<file path="config.mk">
export PLATFORM = sky130hd
export DESIGN_NAME = dram_cmd_responder
export DESIGN_NICKNAME = d
export VERILOG_FILES = /design/src/rtl/dram_cmd_responder.sv
export SDC_FILE = /design/constraint.sdc
export NUM_CORES = 1
export LEC_CHECK = 0
export ABC_AREA = 1
export CAP_MARGIN = 10
export CORE_ASPECT_RATIO = 0.7
export CORE_MARGIN = 2
export CORE_UTILIZATION = 59
export DETAILED_ROUTE_END_ITERATION = 8
export DONT_BUFFER_PORTS = 1
export PLACE_DENSITY = 0.75
export SLEW_MARGIN = 20
export SYNTH_ARGS = -nofsm -noshare
export SYNTH_HDL_FRONTEND = slang
export SYNTH_SLANG_ARGS = --single-unit
export TNS_END_PERCENT = 1
</file>
<file path="constraint.sdc">
create_clock -name clk -period 2.5 [get_ports clk]
set_input_delay 0.5 -clock clk [delete_from_list [all_inputs] [get_ports clk]]
set_output_delay 0.5 -clock clk [all_outputs]
set_load 0.02 [all_outputs]
</file>
<file path="src/rtl/dram_cmd_responder.sv">
// dram_cmd_responder
//   Device-side responder for the controller's DRAM command handshake.
//   A request is sampled in IDLE: the command and the encoded one-hot
//   selects are latched, the command's latency is counted down in EXEC
//   (with the bank/buffer strobes asserted for WR/RD), and the command is
//   acknowledged in ACK until the controller drops cmd_req. An open-row
//   table (valid bit + row per bank) supplies the row for RD/WR.
//
//   Optional feature macro: DRAM_CMD_CHECK_EN
//     Adds cmd_err. Illegal commands (ACT to an open bank, RD/WR to a
//     closed bank, non-one-hot selects) still complete the handshake with
//     normal latency, but fire no strobes and leave the table untouched.
//
//   Ports
//     clk       clock, rising edge
//     rst       asynchronous active-high reset
//     cmd_req   command request (4-phase handshake)
//     cmd       2'b00 ACT, 2'b01 RD, 2'b10 WR, 2'b11 PRE
//     bank_sel  one-hot bank select
//     row_sel   one-hot row select (ACT)
//     col_sel   one-hot column select (RD/WR)
//     cmd_ack   command acknowledge
//     bank_id   encoded bank of the current command
//     row_id    ACT: encoded row_sel; otherwise the bank's stored row
//     col_id    encoded column
//     bank_rw   1 while a WR executes (write into the bank array)
//     buf_rw    1 while a RD executes (buffer drives the data bus)
//     cmd_err   (DRAM_CMD_CHECK_EN only) 1 during ACK of an illegal command
module dram_cmd_responder #(
    parameter int NUM_OF_BANKS = 8,
    parameter int NUM_OF_ROWS  = 128,
    parameter int NUM_OF_COLS  = 8,
    parameter int T_RCD        = 2,
    parameter int T_CAS        = 2,
    parameter int T_RP         = 2,
    localparam int BW = (NUM_OF_BANKS > 1) ? $clog2(NUM_OF_BANKS) : 1,
    localparam int RW = (NUM_OF_ROWS  > 1) ? $clog2(NUM_OF_ROWS)  : 1,
    localparam int CW = (NUM_OF_COLS  > 1) ? $clog2(NUM_OF_COLS)  : 1
) (
    input  logic                    clk,
    input  logic                    rst,
    input  logic                    cmd_req,
    input  logic [1:0]              cmd,
    input  logic [NUM_OF_BANKS-1:0] bank_sel,
    input  logic [NUM_OF_ROWS-1:0]  row_sel,
    input  logic [NUM_OF_COLS-1:0]  col_sel,
    output logic                    cmd_ack,
    output logic [BW-1:0]           bank_id,
    output logic [RW-1:0]           row_id,
    output logic [CW-1:0]           col_id,
    output logic                    bank_rw,
    output logic                    buf_rw
`ifdef DRAM_CMD_CHECK_EN
    ,
    output logic                    cmd_err
`endif
);

    localparam int CNT_W = 8;

    localparam logic [1:0] CMD_ACT = 2'b00;
    localparam logic [1:0] CMD_RD  = 2'b01;
    localparam logic [1:0] CMD_WR  = 2'b10;
    localparam logic [1:0] CMD_PRE = 2'b11;

    typedef enum logic [1:0] {
        S_IDLE = 2'd0,
        S_EXEC = 2'd1,
        S_ACK  = 2'd2
    } state_t;

    state_t             state_q;
    logic [CNT_W-1:0]   cnt_q;
    logic [1:0]         cmd_q;
    logic               err_q;
    logic               drop_q;
    logic               ack_q;
    logic               bank_rw_q;
    logic               buf_rw_q;
    logic               cmd_err_q;
    logic [BW-1:0]      bank_id_q;
    logic [RW-1:0]      row_id_q;
    logic [CW-1:0]      col_id_q;
    logic [NUM_OF_BANKS-1:0] open_vld_q;
    logic [RW-1:0]      open_row_q [NUM_OF_BANKS];

    logic [BW-1:0]      bank_enc_d;
    logic [RW-1:0]      row_enc_d;
    logic [CW-1:0]      col_enc_d;
    logic [RW-1:0]      row_id_d;
    logic [CNT_W-1:0]   cnt_d;
    logic               err_d;

    // Lowest set bit wins; an all-zero vector encodes to 0.
    always_comb begin
        bank_enc_d = '0;
        for (int i = NUM_OF_BANKS - 1; i >= 0; i--)
            if (bank_sel[i]) bank_enc_d = BW'(i);
    end

    always_comb begin
        row_enc_d = '0;
        for (int i = NUM_OF_ROWS - 1; i >= 0; i--)
            if (row_sel[i]) row_enc_d = RW'(i);
    end

    always_comb begin
        col_enc_d = '0;
        for (int i = NUM_OF_COLS - 1; i >= 0; i--)
            if (col_sel[i]) col_enc_d = CW'(i);
    end

    // ACT reports the row being opened; every other command reports the
    // row currently stored for the bank.
    always_comb begin
        row_id_d = open_row_q[bank_enc_d];
        if (cmd == CMD_ACT) row_id_d = row_enc_d;
    end

    // Counter preload is LAT-1 so that the ack edge lands LAT cycles after
    // the sampling edge.
    always_comb begin
        cnt_d = CNT_W'(T_RCD - 1);
        case (cmd)
            CMD_ACT: cnt_d = CNT_W'(T_RCD - 1);
            CMD_RD,
            CMD_WR:  cnt_d = CNT_W'(T_CAS - 1);
            CMD_PRE: cnt_d = CNT_W'(T_RP - 1);
            default: cnt_d = CNT_W'(T_RCD - 1);
        endcase
    end

`ifdef DRAM_CMD_CHECK_EN
    always_comb begin
        err_d = !$onehot(bank_sel);
        case (cmd)
            CMD_ACT: err_d = err_d || !$onehot(row_sel) || open_vld_q[bank_enc_d];
            CMD_RD,
            CMD_WR:  err_d = err_d || !$onehot(col_sel) || !open_vld_q[bank_enc_d];
            default: err_d = err_d;
        endcase
    end
    assign cmd_err = cmd_err_q;
`else
    assign err_d = 1'b0;
`endif

    always_ff @(posedge clk or posedge rst) begin
        if (rst) begin
            state_q    <= S_IDLE;
            cnt_q      <= '0;
            cmd_q      <= CMD_ACT;
            err_q      <= 1'b0;
            drop_q     <= 1'b0;
            ack_q      <= 1'b0;
            bank_rw_q  <= 1'b0;
            buf_rw_q   <= 1'b0;
            cmd_err_q  <= 1'b0;
            bank_id_q  <= '0;
            row_id_q   <= '0;
            col_id_q   <= '0;
            open_vld_q <= '0;
            for (int b = 0; b < NUM_OF_BANKS; b++) open_row_q[b] <= '0;
        end else begin
            case (state_q)
                S_IDLE: begin
                    if (cmd_req) begin
                        cmd_q     <= cmd;
                        bank_id_q <= bank_enc_d;
                        row_id_q  <= row_id_d;
                        col_id_q  <= col_enc_d;
                        cnt_q     <= cnt_d;
                        err_q     <= err_d;
                        drop_q    <= 1'b0;
                        bank_rw_q <= (cmd == CMD_WR) && !err_d;
                        buf_rw_q  <= (cmd == CMD_RD) && !err_d;
                        state_q   <= S_EXEC;
                    end
                end
                S_EXEC: begin
                    // A request released before the ack is remembered so the
                    // ack is only a single-cycle pulse.
                    if (!cmd_req) drop_q <= 1'b1;
                    if (cnt_q == '0) begin
                        state_q   <= S_ACK;
                        ack_q     <= 1'b1;
                        bank_rw_q <= 1'b0;
                        buf_rw_q  <= 1'b0;
                        cmd_err_q <= err_q;
                        if (!err_q) begin
                            if (cmd_q == CMD_ACT) begin
                                open_vld_q[bank_id_q] <= 1'b1;
                                open_row_q[bank_id_q] <= row_id_q;
                            end else if (cmd_q == CMD_PRE) begin
                                open_vld_q[bank_id_q] <= 1'b0;
                            end
                        end
                    end else begin
                        cnt_q <= cnt_q - 1'b1;
                    end
                end
                S_ACK: begin
                    if (drop_q || !cmd_req) begin
                        state_q   <= S_IDLE;
                        ack_q     <= 1'b0;
                        cmd_err_q <= 1'b0;
                    end
                end
                default: begin
                    state_q <= S_IDLE;
                end
            endcase
        end
    end

    assign cmd_ack = ack_q;
    assign bank_rw = bank_rw_q;
    assign buf_rw  = buf_rw_q;
    assign bank_id = bank_id_q;
    assign row_id  = row_id_q;
    assign col_id  = col_id_q;

endmodule

</file>
==> Word-level counts from Yosys, hierarchy flattened <==
Cells that the tools add are included.
W data, S select, Z words.
{ "op_classes": {"n_addsub": 1, "multipliers": 0, "div_mod_pow": 0, "order_cmp": 3, "n_eq_ne": 10, "shift": 0, "mux": 170, "bitwise_logic": 2, "reduce_logical": 17} }
{ "op_table": {"columns": ["operator", "count"], "rows": [
  ["$mux W7", 132],
  ["$bwmux W56", 1],
  ["$mux W3", 16],
  ["$mux W8", 3],
  ["$bmux W7 S3", 1],
  ["$demux W7 S3", 1],
  ["$reduce_and A3 Y1", 6],
  ["$pmux W8 S2", 1],
  ["$ne A2 B2 Y1 const B", 5],
  ["$ge A4 B4 Y1 const B", 2],
  ["$logic_not A8 Y1", 1],
  ["$not A3 Y4", 2],
  ["$pmux W1 S2", 4],
  ["$sub A8 B1 Y8 const B", 1],
  ["$mux W1", 7],
  ["$eq A2 B2 Y1 const B", 3],
  ["$logic_not A2 Y1", 3],
  ["$mux W2", 3],
  ["$pmux W2 S3", 1],
  ["$eq A2 B1 Y1 const B", 2],
  ["$lt A4 B1 Y1 const B", 1],
  ["$reduce_bool A2 Y1", 2],
  ["$reduce_or A4 Y1", 1],
  ["$reduce_and A2 Y1", 1],
  ["3 further kinds", 3]
]} }
{ "totals": {"reg_bits": 85, "latch_bits": 0, "mem_bits_rw": 0, "romBits": 0, "in_bits": 149, "out_inout_bits": 16, "wordCells": 221, "mem_count": 0} }

==> Logic depth before layout (Yosys ltp) <==
{ "logic_depth": {"ltp_word": 129, "mapped_depth": 129, "ltp_nobuf": 129} }

==> Worst setup path before layout <==
OpenSTA, ideal clock, no wires.
{ "synth_timing": {"kind": "input port to flip-flop", "start": "in row_sel[126]", "end": "reg row_id_q[0] (netlist: row_id[0])", "setup_time_ps": 73, "t_arrival_ps": 5925, "required_ps": 2427, "slack_ps": -3498, "cell_stages": 129, "n_path_buf": 0, "path_cell_list": "inv_1 -> nand2_1 -> nand2_1 -> nand2_1 -> nand2_1 -> nand2_1 -> nand2_1 -> nand2_1 -> nand2_1 -> nand2_1 -> nand2_1 -> nand2_1 -> nand2_1 -> nand2_1 -> nand2_1 -> nand2_1 -> nand2_1 -> nand2_1 -> (+93 left out) -> nand2_1 -> nand2_1 -> nand2_1 -> nand2_1 -> nand2_1 -> nand2_1 -> nand2_1 -> nand2_1 -> nand2_1 -> nand2_1 -> nand2_1 -> nand2_1 -> nand2_1 -> nand2_1 -> nand2_1 -> nand2_1 -> nand2_1 -> a21oi_2"} }
{ "synth_via": {"elab_chain_cells": 128} }
{ "synth_lines": {"columns": ["item", "line_no", "text"], "rows": [
  ["start: declaration", "45", "input logic [NUM_OF_ROWS-1:0] row_sel,"],
  ["$mux W7 (127 in a row)", "104", "if (row_sel[i]) row_enc_d = RW'(i);"],
  ["$mux W7", "117", "if (cmd == CMD_ACT) row_id_d = row_enc_d;"],
  ["end signal: assignment", "170", "row_id_q <= row_id_d;"],
  ["end: declaration", "82", "logic [RW-1:0] row_id_q;"]
]} }
No other way between the ends.
A chain may end at the register's enable or synchronous reset.

==> Final worst setup path <==
Same ends and word-level chain as after synthesis.

==> qor.yml <==
critical_path:
  rr_worst_depth: 14
  r2r_slack_ns: 0.28
  critPathArrivalTime_ns: 6.71
  reg2reg_to: "cnt_q[7]"
  critical_path_class: "input pin to flop"
  critPathTopFamily: "simple AND/OR/NAND/NOR gates"
  cp_common_cell: "nand2_1"
  crit_slowest_cell: "nand2_1"
  r2r_start: "cnt_q[1]"
  required_ns: 2.73
  critPathMaxFanout: 2
  worstSetupEndpointType: "flop"
  slowest_delay_ns: 0.08
  startpoint_type: "input pin"
  crit_buf_inv: 1
global_routing:
  grt_max_degree: 86
  grt-ovfl-total: 0
  antenna_found_initial: 0
  grt_pass1_wl_um: 27300
  gr-usage-all-layers_pct: 29.0
  first_global_vias: 6156
place:
  hpwlAfterDp_um: 12300
  gp_congestion: 0.821
  post-place-ws_ns: -4.33
  io_buffers: 0
cells_and_area:
  area_delta_synth_final_pct: 15.1
  n_antenna_cell: 0
  final_common_cell: "nand2_1"
  layout_common_cells: "257 x nand2_1, 160 x inv_1, 121 x nor2_1"
  regArea_um2: 2130
  nFillCells: 906
  nNetsFinal: 1142
  drive_gt1_share_pct: 13.0
  multi_input_area_um2: 2900
detailed_routing:
  wl_per_cell_um: 14.4
  ant_nets: 0
  totalWireLength_um: 16200
  viasPerCell: 5.45
  drc: 0
  vias: 6147
  drt_first_pass_iters: 5
  drt_iter0_drc: 463
logic_synthesis:
  ys_async_sr_fraction_pct: 100
  ys.flop_type: "dfrtp_1"
  synth_top_cell_by_area: "dfrtp_1"
  synth_area_leaders: "dfrtp_1 34%, nand2_1 15%, inv_1 9.7%"
  ys_warn_count: 0
  yosysSeqAreaShare_pct: 34.1
  syn_inst: 932
  avgSynthCellArea_um2: 6.70
  synth_fp_nets: 1083
  synth_cell_type_count: 35
  synth_edf_count: 0
  synth.cell_area_um2: 6240
  yosys.area.top_type_share_pct: 34.1
  synth_seq_cells: 85
floorplanning:
  core_area_um2: 10300
  start_util_pct: 60.5
  io_pins: 165
  die_y_um: 90.1
  die_w_um: 127
  die_area_um2: 11400
  rows: 31
clock_network:
  post_cts_buffers: 0
  cts-root-buf: "clkbuf_16"
  ctsLongestPathBuffers: 2
  cts_buffers: 9
  cts_num_sinks: 85
  hold_buffers: 0
  clk_latency_ns: 0.34
  cts_tree: "yes"
  cts.htree.levels: 3
  clk_pin_slew_ns: 0.06
job:
  cap_violations: 0
min_path:
  hold_path.class: "input pin to async pin"
run_status:
  status: "finished, violations left"
  violations: "negative setup slack"
sta:
  finalHoldViolCount: 0
  worst_pin_slew_ns: 0.526
  finalCriticalPeriod_ns: 6.49
  holdWs_ns: 0.130
  finalMaxSlewViolations: 0
  finalCritPeriodShare_pct: 259
  finalWorstSetupSlack_ns: -3.99
  clock_skew_ns: 0.00678
  max_freq_mhz: 154
  slew-limit-headroom_pct: 64.6
  rsz0062_at_grt: "yes"
  final-setup-viol-count: 3
pwr:
  max-vdd-ir-drop_mv: 0.564
  p_per_area_nw_per_um2: 694
  leakage_nw: 3.86
state kept, by name, summed over array words and instances, names as in the netlist:
register and count:
bank_id 3, bank_rw 1, buf_rw 1, cmd_ack 1, cmd_q 2, cnt_q 8
col_id 3, drop_q 1, open_row_q 56, row_id 7, state_q 2
cell type report:
| cell class | count | area share [%] |
|---|---|---|
| Inverter | 199 | 16.5 |
| Clock buffer | 13 | 3.90 |
| Clock inverter | 3 | 0.244 |
| Sequential cell | 85 | 29.6 |
| Timing Repair Buffer | 66 | 7.07 |
| Tap cell | 132 | 2.30 |
| Multi-Input combinational cell | 630 | 40.3 |
cell usage after synthesis, types with 3 or more instances:
cell      instances
o22ai_1           5
o21bai_1          3
nand3_1          18
nor2_1          122
bufinv_8         32
o21ai_1          12
o21ai_0         100
inv_1           161
nand2_1         257
o221ai_1          9
o31ai_1           3
dfrtp_1          85
a21oi_1          24
nor4_1           11
nand4_1          19
inv_2             4
o211ai_1          6
clkbuf_1         17
nor3_1           17
a31oi_1           6
routing by layer:
metal | up-vias | part of all wire, % | routed length, um | track usage (%)
li1 | 3050 | - | - | -
met1 | 2788 | 44 | 7160 | 39.5
met2 | 292 | 44 | 7150 | 46.6
met3 | 17 | 11 | 1780 | 8.27
met4 | 0 | 0.86 | 139 | 6.32
met5 | - | 0 | 0 | 0
where the power goes:
part	total [mW]	leakage [nW]	switching, mW	internal, mW
sequential	2.23	1.13	0.442	1.79
combinational	1.46	2.58	0.866	0.597
clock	1.29	0.148	0.515	0.778
timing repair:
action                                  in CTS  in global routing
gates resized for setup                      4                  6
endpoints found under the setup margin       3                  5
pin swaps                                    0                  2
cells by family after synthesis:
kind of cell / synth area share (%)
DFF: 34.1
and+or+nand+nor: 29.0
buffers and inverters: 20.1
adders and majority gates: 0.401
AOI/OAI and AO/OA: 16.4
worst max path at each step:
stage / from / endpoint / cells past startpoint
6_report: row_sel[126] / row_id[0] / 129
3_5_place_dp: row_sel[126] / row_id[0] / 129
3_3_place_gp: row_sel[126] / row_id[0] / 129
5_1_grt: row_sel[126] / row_id[0] / 129
4_1_cts: row_sel[126] / row_id[0] / 129
2_1_floorplan: row_sel[126] / row_id[0] / 129
metrics by stage:
stage | power (mW) | area, um^2 | cells | TNS (ns) | utilization [%]
2_1_floorplan | 3.22 | 6240 | 932 | -21.38 | -
3_3_place_gp | 3.59 | 6850 | 1112 | -6.53 | 66.4
3_5_place_dp | 3.67 | 6850 | 1112 | -6.99 | 66.4
4_1_cts | 4.98 | 7170 | 1128 | -5.76 | 69.5
5_1_grt | 5.34 | 7190 | 1128 | -8.10 | 69.6
6_report | 4.98 | 7190 | 1128 | -5.66 | 69.6
(Power assumes the default switching activity.)
